<file path="config.mk">
export PLATFORM = sky130hd
export DESIGN_NAME = sntc_ldpc_iter_ctrl
export DESIGN_NICKNAME = d
export VERILOG_FILES = /design/src/rtl/sntc_ldpc_iter_pkg.sv /design/src/rtl/sntc_ldpc_popcount.sv /design/src/rtl/sntc_ldpc_iter_ctrl.sv
export SDC_FILE = /design/constraint.sdc
export NUM_CORES = 1
export LEC_CHECK = 0
export ABC_AREA = 1
export ABC_CLOCK_PERIOD_IN_PS = 3200
export CAP_MARGIN = 20
export CORE_UTILIZATION = 25
export CTS_CLUSTER_SIZE = 40
export DETAILED_ROUTE_END_ITERATION = 7
export GPL_TIMING_DRIVEN = 1
export PLACE_DENSITY = 0.48
export SLEW_MARGIN = 20
export SYNTH_ARGS = -nofsm -noshare
export SYNTH_HDL_FRONTEND = slang
export SYNTH_SLANG_ARGS = --single-unit
</file>
<file path="constraint.sdc">
create_clock -name clk -period 3.2 [get_ports clk]
set_input_delay 0.96 -clock clk [delete_from_list [all_inputs] [get_ports clk]]
set_output_delay 0.96 -clock clk [all_outputs]
set_load 0.01 [all_outputs]
</file>
<file path="src/rtl/sntc_ldpc_iter_pkg.sv">
// sntc_ldpc_iter_pkg: shared types and constants for the LDPC iteration controller
package sntc_ldpc_iter_pkg;
    localparam int SUM_LEN_DEF  = 32;
    localparam int IIR_FRAC_DEF = 8;

    typedef enum logic [2:0] {IDLE, LAUNCH, WAIT, EVAL, DONE} iter_state_t;

    typedef struct packed {
        logic                   pass_fail;
        logic                   loops_ended;
        logic [SUM_LEN_DEF-1:0] loop_cnt;
    } result_t;
endpackage

</file>
<file path="src/rtl/sntc_ldpc_popcount.sv">
// sntc_ldpc_popcount: combinational Hamming distance between two syndromes
module sntc_ldpc_popcount #(
    parameter int W  = 168,
    parameter int OW = 32
) (
    input  logic [W-1:0]  a,
    input  logic [W-1:0]  b,
    output logic [OW-1:0] cnt
);
    logic [W-1:0] x;

    assign x = a ^ b;

    always_comb begin
        cnt = '0;
        for (int i = 0; i < W; i++) cnt = cnt + OW'(x[i]);
    end
endmodule

</file>
<file path="src/rtl/sntc_ldpc_iter_ctrl.sv">
// sntc_ldpc_iter_ctrl: launches decode iterations and ends on pass, loop limit or stall.
// SNTC_HAMDIST_IIR_EN switches the stall check to an IIR-filtered distance.
module sntc_ldpc_iter_ctrl
    import sntc_ldpc_iter_pkg::*;
#(
    parameter int MM      = 168,
    parameter int SUM_LEN = SUM_LEN_DEF
`ifdef SNTC_HAMDIST_IIR_EN
    , parameter int IIR_FRAC = IIR_FRAC_DEF
`endif
) (
    input  logic               clk,
    input  logic               rstn,
    input  logic               clr,
    input  logic               start_dec,
    input  logic [MM-1:0]      exp_syn,
    input  logic [MM-1:0]      cur_syndrome,
    input  logic               syn_valid,
    input  logic [SUM_LEN-1:0] loop_max,
    input  logic [SUM_LEN-1:0] stall_max,
`ifdef SNTC_HAMDIST_IIR_EN
    input  logic [3:0]         iir_shift,
`endif
    output logic               iter_start,
    output logic               busy,
    output logic [SUM_LEN-1:0] hamdist,
    output logic [SUM_LEN-1:0] best_hamdist,
    output logic [SUM_LEN-1:0] loop_cnt,
    output logic               loops_ended,
    output logic               pass_fail,
    output logic               done
);
    iter_state_t        state, nxt;
    logic [SUM_LEN-1:0] pc, stall, lc_new, st_new, lmax;
    logic               improve, pass, lim, stl, fin;

    sntc_ldpc_popcount #(.W(MM), .OW(SUM_LEN)) u_pc (.a(exp_syn), .b(cur_syndrome), .cnt(pc));

`ifdef SNTC_HAMDIST_IIR_EN
    localparam int FW = SUM_LEN + IIR_FRAC;
    logic [FW-1:0]      f, f_new, hdx;
    logic signed [FW:0] diff;

    assign hdx     = {hamdist, {IIR_FRAC{1'b0}}};
    assign diff    = $signed({1'b0, hdx}) - $signed({1'b0, f});
    // first evaluation of a decode seeds the filter instead of stepping it
    assign f_new   = (loop_cnt == '0) ? hdx : FW'($signed({1'b0, f}) + (diff >>> iir_shift));
    assign improve = (loop_cnt == '0) || (f_new < f);
`else
    assign improve = hamdist < best_hamdist;
`endif

    assign lc_new = &loop_cnt ? loop_cnt : loop_cnt + SUM_LEN'(1);
    assign st_new = improve ? '0 : (&stall ? stall : stall + SUM_LEN'(1));
    assign lmax   = (loop_max == '0) ? SUM_LEN'(1) : loop_max;
    assign pass   = hamdist == '0;
    assign lim    = lc_new >= lmax;
    assign stl    = (stall_max != '0) && (st_new >= stall_max);
    assign fin    = pass || lim || stl;

    always_ff @(posedge clk or negedge rstn)
        if (!rstn) state <= IDLE;
        else       state <= clr ? IDLE : nxt;

    always_comb begin
        nxt = (state == IDLE)   ? (start_dec ? LAUNCH : IDLE) :
              (state == LAUNCH) ? WAIT :
              (state == WAIT)   ? (syn_valid ? EVAL : WAIT) :
              (state == EVAL)   ? (fin ? DONE : LAUNCH) : IDLE;
    end

    always_comb begin
        iter_start = state == LAUNCH;
        busy       = state != IDLE;
        done       = state == DONE;
    end

    always_ff @(posedge clk or negedge rstn) begin
        if (!rstn) begin
            hamdist      <= '0;
            best_hamdist <= '0;
            loop_cnt     <= '0;
            stall        <= '0;
            loops_ended  <= 1'b0;
            pass_fail    <= 1'b0;
`ifdef SNTC_HAMDIST_IIR_EN
            f            <= '0;
`endif
        end else if (clr) begin
            hamdist      <= '0;
            best_hamdist <= '0;
            loop_cnt     <= '0;
            stall        <= '0;
            loops_ended  <= 1'b0;
            pass_fail    <= 1'b0;
`ifdef SNTC_HAMDIST_IIR_EN
            f            <= '0;
`endif
        end else begin
            if (state == IDLE && start_dec) begin
                hamdist      <= '0;
                best_hamdist <= '1;
                loop_cnt     <= '0;
                stall        <= '0;
                loops_ended  <= 1'b0;
                pass_fail    <= 1'b0;
            end
            if (state == WAIT && syn_valid) hamdist <= pc;
            if (state == EVAL) begin
                loop_cnt     <= lc_new;
                best_hamdist <= (hamdist < best_hamdist) ? hamdist : best_hamdist;
                stall        <= st_new;
                pass_fail    <= pass;
                loops_ended  <= !pass && (lim || stl);
`ifdef SNTC_HAMDIST_IIR_EN
                f            <= f_new;
`endif
            end
        end
    end
endmodule

</file>
# --- Yosys cells after proc, flatten, opt, wreduce, memory -nomap -nowiden ---
# Cells that the tools add are included.
word_totals:
  elab_cells: 231
  output_inout_bits: 101
  regBits: 133
  in_bits: 405
op_classes:
  reduce_logical: 18
  n_eq_ne: 5
  order_cmp: 3
  mux: 28
  add_sub_neg: 169
  n_bitwise: 1
ops:
  columns: ["operator", "count"]
  rows:
  - ["adder 32 x 1 -> 32 bit", 166]
  - ["two-way mux 32 bit", 15]
  - ["bitwise XOR 168 bit", 1]
  - ["adder 32 x 1 -> 32 bit, second input constant", 2]
  - [">= comparator 32 bit", 2]
  - ["logical NOT 32 bit", 2]
  - ["AND reduction 32 bit", 2]
  - ["< comparator 32 bit", 1]
  - ["nonzero test 32 bit", 1]
  - ["two-way mux 3 bit", 6]
  - ["nonzero test 3 bit", 3]
  - ["two-way mux 1 bit", 7]
  - ["equality test 3 x 2 -> 1 bit, second input constant", 2]
  - ["logical AND 1 bit", 4]
  - ["equality test 3 x 1 -> 1 bit, second input constant", 1]
  - ["equality test 3 bit, second input constant", 1]
  - ["logical NOT 3 bit", 1]
  - ["logical OR 1 bit", 3]
  - ["inequality test 3 bit, second input constant", 1]
  - ["adder 1 x 1 -> 2 bit", 1]
  - ["AND reduction 2 bit", 1]
  - ["logical NOT 1 bit", 1]

# --- Depth between registers and ports, before layout ---
# Gate-level depths: netlist of the first run.
depth:
  ltp_word: 170
  ltp_mapped: 31
  ltp_nobuf: 31

# --- Cells and area by module ---
# From an unflattened synthesis of the first run, not the netlist that was laid out.
hier_totals:
  hier_cells: 2037
  area_unflattened_um2: 16248.1
by_module_without_submodules:
  columns: ["mod", "instances", "area_each_um2", "cells_each", "seq_area_each_um2"]
  rows:
  - ["sntc_ldpc_iter_ctrl", 1, 10312.4, 1480, 3328.2]
  - ["sntc_ldpc_popcount", 1, 5935.7, 557, 0.0]

# --- Worst setup path after synthesis of the first run ---
# OpenSTA, ideal clock, no wires.
synth_timing:
  kind: "in2reg"
  from: "input port cur_syndrome[0]"
  to: "register hamdist[6]"
  path_slack_ns: -5.020
  required_ns: 3.070
  cell_stages: 23
  setup_time_ns: 0.130
  path_buffers: 0
  arrival_time_ns: 8.091
  path_cell_list: "xor2_1 ha_1 fa_1 fa_1 fa_1 fa_1 fa_1 fa_1 fa_1 fa_1 inv_1 fa_1 fa_1 fa_1 fa_1 inv_1 a31oi_1 nor2_1 nor2_1 nor2_1 nor2_1 o21ai_0 o22ai_1"
synth_between:
  elab_chain_len: 170
synth_rtl:
  columns: ["item", "line", "text"]
  rows:
  - ["from (decl)", "sntc_ldpc_iter_ctrl.sv:17", "input logic [MM-1:0] cur_syndrome,"]
  - ["bitwise XOR 168 bit", "sntc_ldpc_popcount.sv:12", "assign x = a ^ b;"]
  - ["adder 1 x 1 -> 2 bit", "sntc_ldpc_popcount.sv:16", "for (int i = 0; i < W; i++) cnt = cnt + OW'(x[i]);"]
  - ["adder 32 x 1 -> 32 bit (166 in series)", "sntc_ldpc_popcount.sv:16", null]
  - ["two-way mux 32 bit", "sntc_ldpc_iter_ctrl.sv:108", "if (state == WAIT && syn_valid) hamdist <= pc;"]
  - ["two-way mux 32 bit", "sntc_ldpc_iter_ctrl.sv:89", "end else if (clr) begin"]
  - ["to (signal assigned)", "sntc_ldpc_iter_ctrl.sv:108", null]
  - ["to (decl)", "sntc_ldpc_iter_ctrl.sv:26", "output logic [SUM_LEN-1:0] hamdist,"]
# Every way passes these cells.
# A chain may end at the register's enable or synchronous reset.

# --- Worst setup path in the final report of the first run ---
layout_timing:
  from: "input port cur_syndrome[94]"
  to: "register hamdist[6]"
layout_between:
  elab_chain_len: 77
layout_rtl:
  columns: ["item", "line"]
  rows:
  - ["bitwise XOR 168 bit", "sntc_ldpc_popcount.sv:12"]
  - ["adder 32 x 1 -> 32 bit (74 in series)", "sntc_ldpc_popcount.sv:16"]
  - ["two-way mux 32 bit", "sntc_ldpc_iter_ctrl.sv:108"]
  - ["two-way mux 32 bit", "sntc_ldpc_iter_ctrl.sv:89"]
# Every way passes these cells.

==> out/qor.csv, run 1 <==
stage;metric;value;unit
outcome;outcome;finished with violations;
outcome;violations in the final reports;setup timing;
global_routing;largest net degree at the start of global routing;41;
logic_synthesis;EDFF count, synth;0;
setup_path;worst-path fanout max;2;
die;core area;53800;um^2
setup_path;capturing element type of the critical path;flop;
timing;Worst slew margin;45.8;%
route;vias per cell;4.26;
route;Vias;12700;
clock_tree;clk slew on worst S/H paths;0.07;ns
timing;Hold Vio Cnt, Final;0;
worst_hold_path;worst hold path class;in -> async;
run;Max-Cap Viols;0;
clock_tree;TritonCTS clock tree;yes;
clock_tree;H-tree depth;3;
setup_path;Critical Path AT;8.04;ns
clock_tree;cts hold-fix bufs;0;
timing;slew at the pin with the worst max-slew slack;0.807;ns
setup_path;CP max stage delay;0.57;ns
clock_tree;clock buffer count from CTS;9;
placement;HPWL after detailed placement;45.1;mm
die;Die X;236;um
logic_synthesis;synthesized cell area;13600;um^2
setup_path;Buf/Inv on CP;7;
global_routing;gr usage total;18.0;%
setup_path;worst reg2reg setup slack;0.19;ns
die;io pins;506;
clock_tree;clk root buf;clkbuf_16;
timing;Final Setup Violations;8;
setup_path;R2R depth;23;
die;chip height;236;um
logic_synthesis;main flop type after synthesis;dfrtp_1;
route;drt first pass iters;5;
logic_synthesis;Mapped Avg Cell Area;8.09;um^2
route;# DRC;0;
setup_path;R2R Path End;state[0]$_DFF_PN0_;
timing;RSZ-0062 raised after global routing;true;
clock_tree;Max clock buf depth;2;
logic_synthesis;post-synth top area share;22.8;%
route;Avg WL per Cell;17.2;um
final_layout;cell area after layout;21300;um^2
final_layout;Nets;2932;
die;die area;55500;um^2
logic_synthesis;Cells after Synth;1686;
setup_path;Req. time, crit path;3.44;ns
global_routing;first-pass GRT wire length;75.5;mm
timing;f_max;128;MHz
setup_path;Crit. Startpoint;cur_syndrome[94];
final_layout;Area Overhead vs Synth;56.2;%
logic_synthesis;Yosys top cell by area;fa_1;
logic_synthesis;Syn. warnings;0;
timing;PnR worst setup slack;-4.60;ns
logic_synthesis;Netlist cell types;47;
logic_synthesis;count leader, synth;inv_1;
timing;period utilisation layout;244;%
timing;clk_skew;0.00961;ns
setup_path;critical path type;in -> reg;
route;Final ANT Viol Nets;0;
logic_synthesis;Synth top cells by count;inv_1, nand2_1, fa_1;
setup_path;Worst path slowest cell;fa_2;
route;drt initial violations;376;
die;row cnt;85;
clock_tree;CTS sink count;86;
timing;Final Critical Period;7.80;ns
logic_synthesis;Yosys reg bits;86;
timing;setup TNS;-34.05;ns
setup_path;R2R Path Start;best_hamdist[1]$_DFFE_PN0P_;
logic_synthesis;ys async rst share;100;%
setup_path;Top delay family on crit path;adder cells;
timing;Final Max Slew Viols;0;
logic_synthesis;Seq/Total Area, Yosys;15.8;%
placement;IO Port Bufs;481;
setup_path;crit start category;primary input;
global_routing;grt ovf;0;
placement;gpl congestion;0.869;
final_layout;layout cells sized above 1;21.1;%
route;drt total wl;51.3;mm
clock_tree;Skew-Pair Late Insertion Delay;0.36;ns
die;Starting Density;25.3;%
logic_synthesis;Synth area leaders;fa_1, dfrtp_1, inv_1;
placement;dpl cell area;20000;um^2
global_routing;vias in the first global route;13500;
global_routing;initial antenna violation count;14;
final_layout;Fillers;5552;
[state kept, by name (all words and copies together), names as in the netlist]
register      cells
hamdist           8
pass_fail         1
best_hamdist      9
state             3
loops_ended       1
stall            32
loop_cnt         32
[metrics by stage]
step	hold WS [ns]	util [%]	worst slack (ns)	instances
2_1_floorplan	0.490	-	-4.48	1709
3_3_place_gp	0.501	37.2	-5.34	2942
3_5_place_dp	0.516	37.2	-5.35	2942
4_1_cts	0.529	38.1	-4.78	2960
5_1_grt	0.536	39.6	-4.83	2979
6_report	0.524	39.6	-4.60	2981
[placed cells by master, fill, tap and decap left out, types with 18 or more instances in the layout]
cell and n:
o21ai_0 48, nor2_2 30, nand2_1 307, dfrtp_1 78, clkbuf_2 52, inv_2 32, dlymetal6s2s_1 66, nand4_1 31
o21ai_1 18, a21oi_1 28, fa_1 130, fa_2 25, clkdlybuf4s50_1 302, xnor2_1 37, nor3_1 21, nor2_1 71
buf_4 135, xor2_2 23, xnor2_2 39, dlygate4sd2_1 33, inv_1 304, xor2_1 113, nand3_1 36, conb_1 24
ha_1 92
[what timing repair did]
action	4_1_cts	5_1_grt
endpoints found under the hold margin	0	0
pin swaps	86	141
setup buffers	2	14
gates cloned	0	3
gates resized for setup	159	372
setup endpoints to repair	9	11
[routing by layer]
metal | vias to the layer above | routed length [um] | track usage, %
li1 | 6293 | - | -
met1 | 6018 | 19400 | 19.8
met2 | 340 | 28000 | 34.7
met3 | 46 | 3000 | 3.67
met4 | 8 | 737 | 4.52
met5 | - | 45 | 0
[worst max-delay path by stage]
stage               slack [ns]  cells past startpoint                      to
finish                   -4.60                     27  hamdist[6]$_DFFE_PN0P_
global placement         -5.34                     27  hamdist[6]$_DFFE_PN0P_
CTS                      -4.78                     24  hamdist[6]$_DFFE_PN0P_
detailed placement       -5.35                     26  hamdist[6]$_DFFE_PN0P_
floorplan                -4.48                     27  hamdist[6]$_DFFE_PN0P_
global route             -4.83                     26  hamdist[6]$_DFFE_PN0P_
[layout make-up]
| type | instances | area (um^2) | share of cell area, % |
|---|---|---|---|
| Tap cell | 696 | 871 | 4.09 |
| Antenna cell | 6 | 15.0 | 0.0705 |
| Clock buffer | 11 | 253 | 1.19 |
| Inverter | 338 | 1280 | 6.02 |
| Multi-Input combinational cell | 1215 | 10800 | 50.6 |
| Sequential cell | 86 | 2160 | 10.1 |
| Timing Repair Buffer | 623 | 5830 | 27.4 |
| Clock inverter | 5 | 105 | 0.493 |
| Timing Repair inverter | 1 | 8.76 | 0.0411 |
[cells by family (layout without fill, tap and decap cells)]
logic type / Yosys count / count (layout) / share of synthesized area (%)
adder cells (fa/ha/maj): 253 / 253 / 31.8
AO/OA/AOI/OAI: 140 / 140 / 5.97
flip-flops: 86 / 86 / 15.8
AND/OR/NAND/NOR: 581 / 582 / 19.6
XOR/XNOR: 216 / 216 / 13.9
other: 1 / 30 / 0.0275
buffers and inverters: 409 / 978 / 13.0
Power of run 1 is left out: the tool's default activity adds up to more than one toggle a clock period on the data nets, which glitch-free logic cannot reach.
==> run 2, diff against run 1 <==
ABC_CLOCK_PERIOD_IN_PS = 6700   (was 3200)
PLACE_DENSITY = 0.5   (was 0.48)
clock period = 6.7 ns   (was 3.2 ns; I/O delays follow)
==> run 2 against run 1 <==
Final cell count down 3.9%. Die area is the same. Global-route usage is 0.25 points lower. The flow still finishes with violations (setup timing). Highest routed layer unchanged. Sequential cell count stayed put. Via count decreased by 3.0%. Critical path depth is 1 lower. Routed wire length fell by 3.4%. Register-to-register slack improved by 2.4 ns. Worst setup slack gained 2.4 ns. Cell area is 7.1% lower.
==> out/qor.csv, run 2 (synthesis results as in run 1) <==
stage;metric;value;unit;change
outcome;outcome;finished with violations;;
outcome;violations in the final reports;setup timing;;
clock_tree;TritonCTS clock tree;yes;;
final_layout;most common cell after layout, fill and taps aside;clkdlybuf4s50_1;;
global_routing;gr usage total;17.7;%;-0.25 points
clock_tree;Max clock buf depth;2;;unchanged
timing;f_max;113;MHz;
timing;clk_skew;0.0151;ns;+0.00545 ns
final_layout;Core Util, Final;36.8;%;-2.8 points
final_layout;Nets;2816;;-4.0%
global_routing;first-pass GRT wire length;75.1;mm;-0.65%
setup_path;Buf/Inv on CP;6;;-1
timing;Final Max Slew Viols;0;;unchanged
setup_path;Critical Path AT;9.09;ns;+1.05 ns
timing;period utilisation layout;132;%;
timing;slew at the pin with the worst max-slew slack;0.828;ns;+0.0205 ns
setup_path;CP Depth;26;;-3.7%
route;drt first pass iters;5;;unchanged
timing;Worst slew margin;44.8;%;-0.95 points
setup_path;Crit. Startpoint;exp_syn[100];;
setup_path;Worst path slowest cell;fa_2;;
worst_hold_path;hold path startpoint;best_hamdist[4]$_DFFE_PN0P_;;
timing;Hold Vio Cnt, Final;0;;unchanged
route;Final ANT Viol Nets;0;;unchanged
run;Max-Cap Viols;0;;unchanged
setup_path;R2R Path End;state[0]$_DFF_PN0_;;
setup_path;worst reg2reg setup slack;2.58;ns;+2.39 ns
global_routing;vias in the first global route;13200;;-2.2%
setup_path;Top delay family on crit path;adder cells;;
setup_path;most frequent CP cell;fa_2;;
setup_path;CP max stage delay;0.58;ns;about the same
die;row cnt;85;;unchanged
placement;placed cells;2836;;-3.6%
placement;IO Port Bufs;481;;unchanged
worst_hold_path;worst hold path class;reg -> reg;;
die;core area;53800;um^2;unchanged
route;drt initial violations;588;;+56%
global_routing;grt ovf;0;;unchanged
die;Die X;236;um;unchanged
timing;Final Setup Violations;8;;unchanged
worst_hold_path;hold path depth;2;;
route;# DRC;0;;unchanged
timing;worst hold slack;0.522;ns;-0.00135 ns
worst_hold_path;Hold Path End;best_hamdist[4]$_DFFE_PN0P_;;
route;Vias;12300;;-3.0%
timing;Final Critical Period;8.86;ns;
final_layout;Area Overhead vs Synth;45.1;%;
die;chip height;236;um;unchanged
global_routing;largest net degree at the start of global routing;59;;+44%
setup_path;R2R depth;22;;-4.3%
placement;HPWL after detailed placement;44.3;mm;-1.8%
final_layout;layout cells sized above 1;15.3;%;-5.9 points
clock_tree;CTS sink count;86;;unchanged
clock_tree;cts hold-fix bufs;0;;unchanged
setup_path;critical path type;in -> reg;;
route;vias per cell;4.30;;+0.91%
clock_tree;Skew-Pair Late Insertion Delay;0.36;ns;about the same
global_routing;initial antenna violation count;10;;-4
clock_tree;clk slew on worst S/H paths;0.07;ns;about the same
timing;PnR worst setup slack;-2.16;ns;+2.44 ns
setup_path;Req. time, crit path;6.94;ns;+3.50 ns
setup_path;capturing element type of the critical path;flop;;
setup_path;R2R Path Start;loop_cnt[1]$_DFFE_PN0P_;;
final_layout;Largest regs;loop_cnt (32), stall (32), best_hamdist (9);;
route;drt total wl;49.5;mm;-3.4%
die;io pins;506;;unchanged
die;die area;55500;um^2;unchanged
setup_path;crit start category;primary input;;
clock_tree;H-tree depth;3;;unchanged
route;Avg WL per Cell;17.3;um;+0.52%
die;Starting Density;25.3;%;unchanged
placement;gpl congestion;0.882;;+1.4%
setup_path;worst-path fanout max;2;;unchanged
clock_tree;clock buffer count from CTS;9;;unchanged
clock_tree;clk root buf;clkbuf_16;;
final_layout;Final Non-Filler Cells;2865;;-3.9%
timing;RSZ-0062 raised after global routing;true;;
final_layout;commonest cells after routing, fill and taps aside;clkdlybuf4s50_1, nand2_1, inv_1, xor2_1, fa_1;;
run 2: worst min-delay path, stage by stage, from the launching register on:
cell and delay [ns]:
dfrtp_1 0.37, nand2_1 0.06, o21ai_0 0.06
run 2: through the flow:
step	setup TNS (ns)	setup slack, ns	area [um^2]
global route	-16.22	-2.39	19800
global placement	-20.25	-2.88	19200
detailed placement	-20.39	-2.89	19200
finish	-14.78	-2.16	19800
CTS	-15.29	-2.26	19600
floorplan	-12.91	-2.03	13900
run 2: what timing repair did:
| action | 4_1_cts | 5_1_grt |
|---|---|---|
| resized for setup | 356 | 165 |
| pin swaps | 139 | 124 |
| setup buffers | 5 | 2 |
| endpoints found under the setup margin | 8 | 8 |
run 2: how the worst max path moves through the flow:
| stage | to | slack (ns) |
|---|---|---|
| 6_report | hamdist[6]$_DFFE_PN0P_ | -2.16 |
| 5_1_grt | hamdist[6]$_DFFE_PN0P_ | -2.39 |
| 4_1_cts | hamdist[6]$_DFFE_PN0P_ | -2.26 |
| 3_5_place_dp | hamdist[6]$_DFFE_PN0P_ | -2.89 |
| 3_3_place_gp | hamdist[6]$_DFFE_PN0P_ | -2.88 |
| 2_1_floorplan | hamdist[6]$_DFFE_PN0P_ | -2.03 |
run 2: cell type report:
class,instances,area [um^2]
Fill cell,5657,34000
Clock inverter,6,45.0
Inverter,338,1270
Clock buffer,10,239
Antenna cell,6,15.0
Sequential cell,86,2150
Timing Repair Buffer,509,4730
Multi-Input combinational cell,1214,10500
Tap cell,696,871
run 2: per-layer routing:
layer  global-route usage, %  part of all wire, %  vias up
met5                       0                0.093        -
met4                    3.17                  1.3        8
met1                    18.8                   37     5894
li1                        -                    -     6043
met2                    35.8                   56      342
met3                    3.46                  5.5       35
Power of run 2 is left out for the same reason.
==> run 3, diff against run 2 <==
PLACE_DENSITY = unset   (was 0.5)
==> run 3 against run 2 <==
The run still ends with setup timing left. First-iteration DRC count is 21% lower. Final cell count did not move. Fmax shrank 0.76%. Count of clock-buffer cells in the layout grew 1. Clock skew decreased by 0.0077 ns. Sequential share of layout area shrank 0.065 points. Hold slack worse by 0.018 ns. Routed wire length up 1.5%. Critical path depth down 2. Global-route usage up 0.27 points. Sequential cell count unchanged. Largest cell class unchanged. Highest routed layer unchanged.
==> out/qor.csv, run 3 (synthesis results as in run 1) <==
stage;metric;value;unit;change
outcome;outcome;finished with violations;;
outcome;violations in the final reports;setup timing;;
route;Avg WL per Cell;17.6;um;+1.5%
route;Final ANT Viol Nets;0;;unchanged
setup_path;capturing element type of the critical path;flop;;
setup_path;worst-path fanout max;2;;unchanged
placement;Post-Place Worst Slack;-2.95;ns;-0.0516 ns
setup_path;crit start category;primary input;;
clock_tree;clock buffer count from CTS;9;;unchanged
clock_tree;cts hold-fix bufs;0;;unchanged
timing;Final Setup Violations;8;;unchanged
global_routing;vias in the first global route;13200;;+0.58%
setup_path;Req. time, crit path;6.94;ns;about the same
timing;period utilisation layout;133;%;+1.0 points
clock_tree;clk root buf;clkbuf_16;;
die;row cnt;85;;unchanged
global_routing;grt ovf;0;;unchanged
final_layout;Largest regs;loop_cnt (32), stall (32), best_hamdist (9);;
route;Vias;12400;;+0.37%
final_layout;cell area after layout;19900;um^2;+0.60%
setup_path;critical path type;in -> reg;;
clock_tree;Max clock buf depth;2;;unchanged
die;core area;53800;um^2;unchanged
clock_tree;clk slew on worst S/H paths;0.07;ns;about the same
placement;gpl congestion;0.899;;+2.0%
timing;f_max;112;MHz;-0.76%
clock_tree;TritonCTS clock tree;yes;;
route;# DRC;0;;unchanged
route;drt first pass iters;5;;unchanged
global_routing;first-pass GRT wire length;75.3;mm;+0.30%
clock_tree;CTS sink count;86;;unchanged
worst_hold_path;worst hold path class;reg -> reg;;
die;Die X;236;um;unchanged
route;drt total wl;50.3;mm;+1.5%
die;chip height;236;um;unchanged
setup_path;Critical Path AT;9.17;ns;+0.08 ns
timing;Final Critical Period;8.93;ns;+0.0677 ns
clock_tree;Skew-Pair Late Insertion Delay;0.37;ns;about the same
route;vias per cell;4.32;;+0.37%
route;drt initial violations;463;;-21%
timing;Hold Vio Cnt, Final;0;;unchanged
placement;dpl cell area;19200;um^2;about the same
clock_tree;H-tree depth;3;;unchanged
final_layout;Nets;2814;;-0.071%
placement;IO Port Bufs;481;;unchanged
final_layout;commonest cells after routing, fill and taps aside;nand2_1, clkdlybuf4s50_1, inv_1, fa_1, xor2_1;;
run;Max-Cap Viols;0;;unchanged
final_layout;layout cells sized above 1;12.5;%;-2.7 points
die;die area;55500;um^2;unchanged
placement;HPWL after detailed placement;44.4;mm;+0.27%
timing;clk_skew;0.00733;ns;-0.00773 ns
timing;PnR worst setup slack;-2.23;ns;-0.0677 ns
timing;RSZ-0062 raised after global routing;true;;
global_routing;largest net degree at the start of global routing;67;;+14%
timing;slew at the pin with the worst max-slew slack;0.935;ns;+0.107 ns
timing;Final Max Slew Viols;0;;unchanged
timing;Worst slew margin;37.7;%;-7.1 points
global_routing;initial antenna violation count;17;;+7
die;Starting Density;25.3;%;unchanged
die;io pins;506;;unchanged
global_routing;gr usage total;18.0;%;+0.27 points
final_layout;Area Overhead vs Synth;46.0;%;
-- run 3: cell types whose count changed in the layout (fill, tap and decap cells not counted), sizes merged, moves of 2 or more --
cell,change
buf,-25
diode,+2
clkdlybuf4s15,-27
clkinvlp,-2
dlymetal6s2s,+47
clkbuf,+13
dlygate4sd2,-9
-- run 3: per-stage QoR --
stage,hold WS [ns],util [%],TNS [ns],instances
final,0.504,37.0,-14.89,2865
after global routing,0.550,37.0,-16.48,2865
after CTS,0.501,36.4,-17.07,2858
after detailed placement,0.486,35.7,-20.41,2835
after global placement,0.498,35.7,-19.75,2835
after floorplan,0.490,-,-12.91,1709
-- run 3: what timing repair did --
action	in CTS	in global routing
endpoints found under the setup margin	8	8
gates resized for setup	136	256
pin swaps	92	128
setup buffers	7	1
-- run 3: final timing paths --
path | startpoint | to | slack [ns] | cells after the start
worst max-delay path | exp_syn[148] | hamdist[2]$_DFFE_PN0P_ | -2.23 | 24
worst min-delay path | loops_ended$_DFFE_PN0P_ | loops_ended$_DFFE_PN0P_ | 0.50 | 2
worst max register to register | loop_cnt[0]$_DFFE_PN0P_ | state[0]$_DFF_PN0_ | 2.63 | 22
worst min register to register | loops_ended$_DFFE_PN0P_ | loops_ended$_DFFE_PN0P_ | 0.50 | 2
max in group asynchronous | rstn | loop_cnt[17]$_DFFE_PN0P_ | 3.96 | 2
min in group asynchronous | rstn | stall[19]$_DFFE_PN0P_ | 1.52 | 1
-- run 3: routing by layer --
metal  up-vias  track usage [%]  wire [um]
met5         -                0         61
met4        10             5.92       1310
met3        63             4.08       2920
met2       357             34.9      27600
met1      5893             18.9      18400
li1       6045                -          -
-- run 3: area by class of cell --
class	count	area (um^2)
Antenna cell	8	20.0
Fill cell	5572	33900
Clock inverter	5	60.1
Multi-Input combinational cell	1214	10400
Tap cell	696	871
Inverter	338	1270
Sequential cell	86	2150
Timing Repair Buffer	507	4890
Clock buffer	11	233
-- run 3: worst max-delay path: stages --
cell and delay (ns):
dlygate4sd2_1 0.25, xor2_1 0.17, fa_1 0.52, fa_1 0.57
inv_2 0.04, fa_2 0.52, fa_1 0.43, fa_1 0.56
fa_1 0.44, fa_1 0.52, inv_2 0.05, fa_1 0.54
inv_2 0.04, fa_1 0.49, fa_1 0.44, fa_2 0.38
fa_2 0.41, buf_4 0.14, buf_6 0.10, buf_6 0.10
buf_6 0.10, buf_6 0.11, xor2_2 0.15, o22ai_1 0.08
Power of run 3 is left out for the same reason.
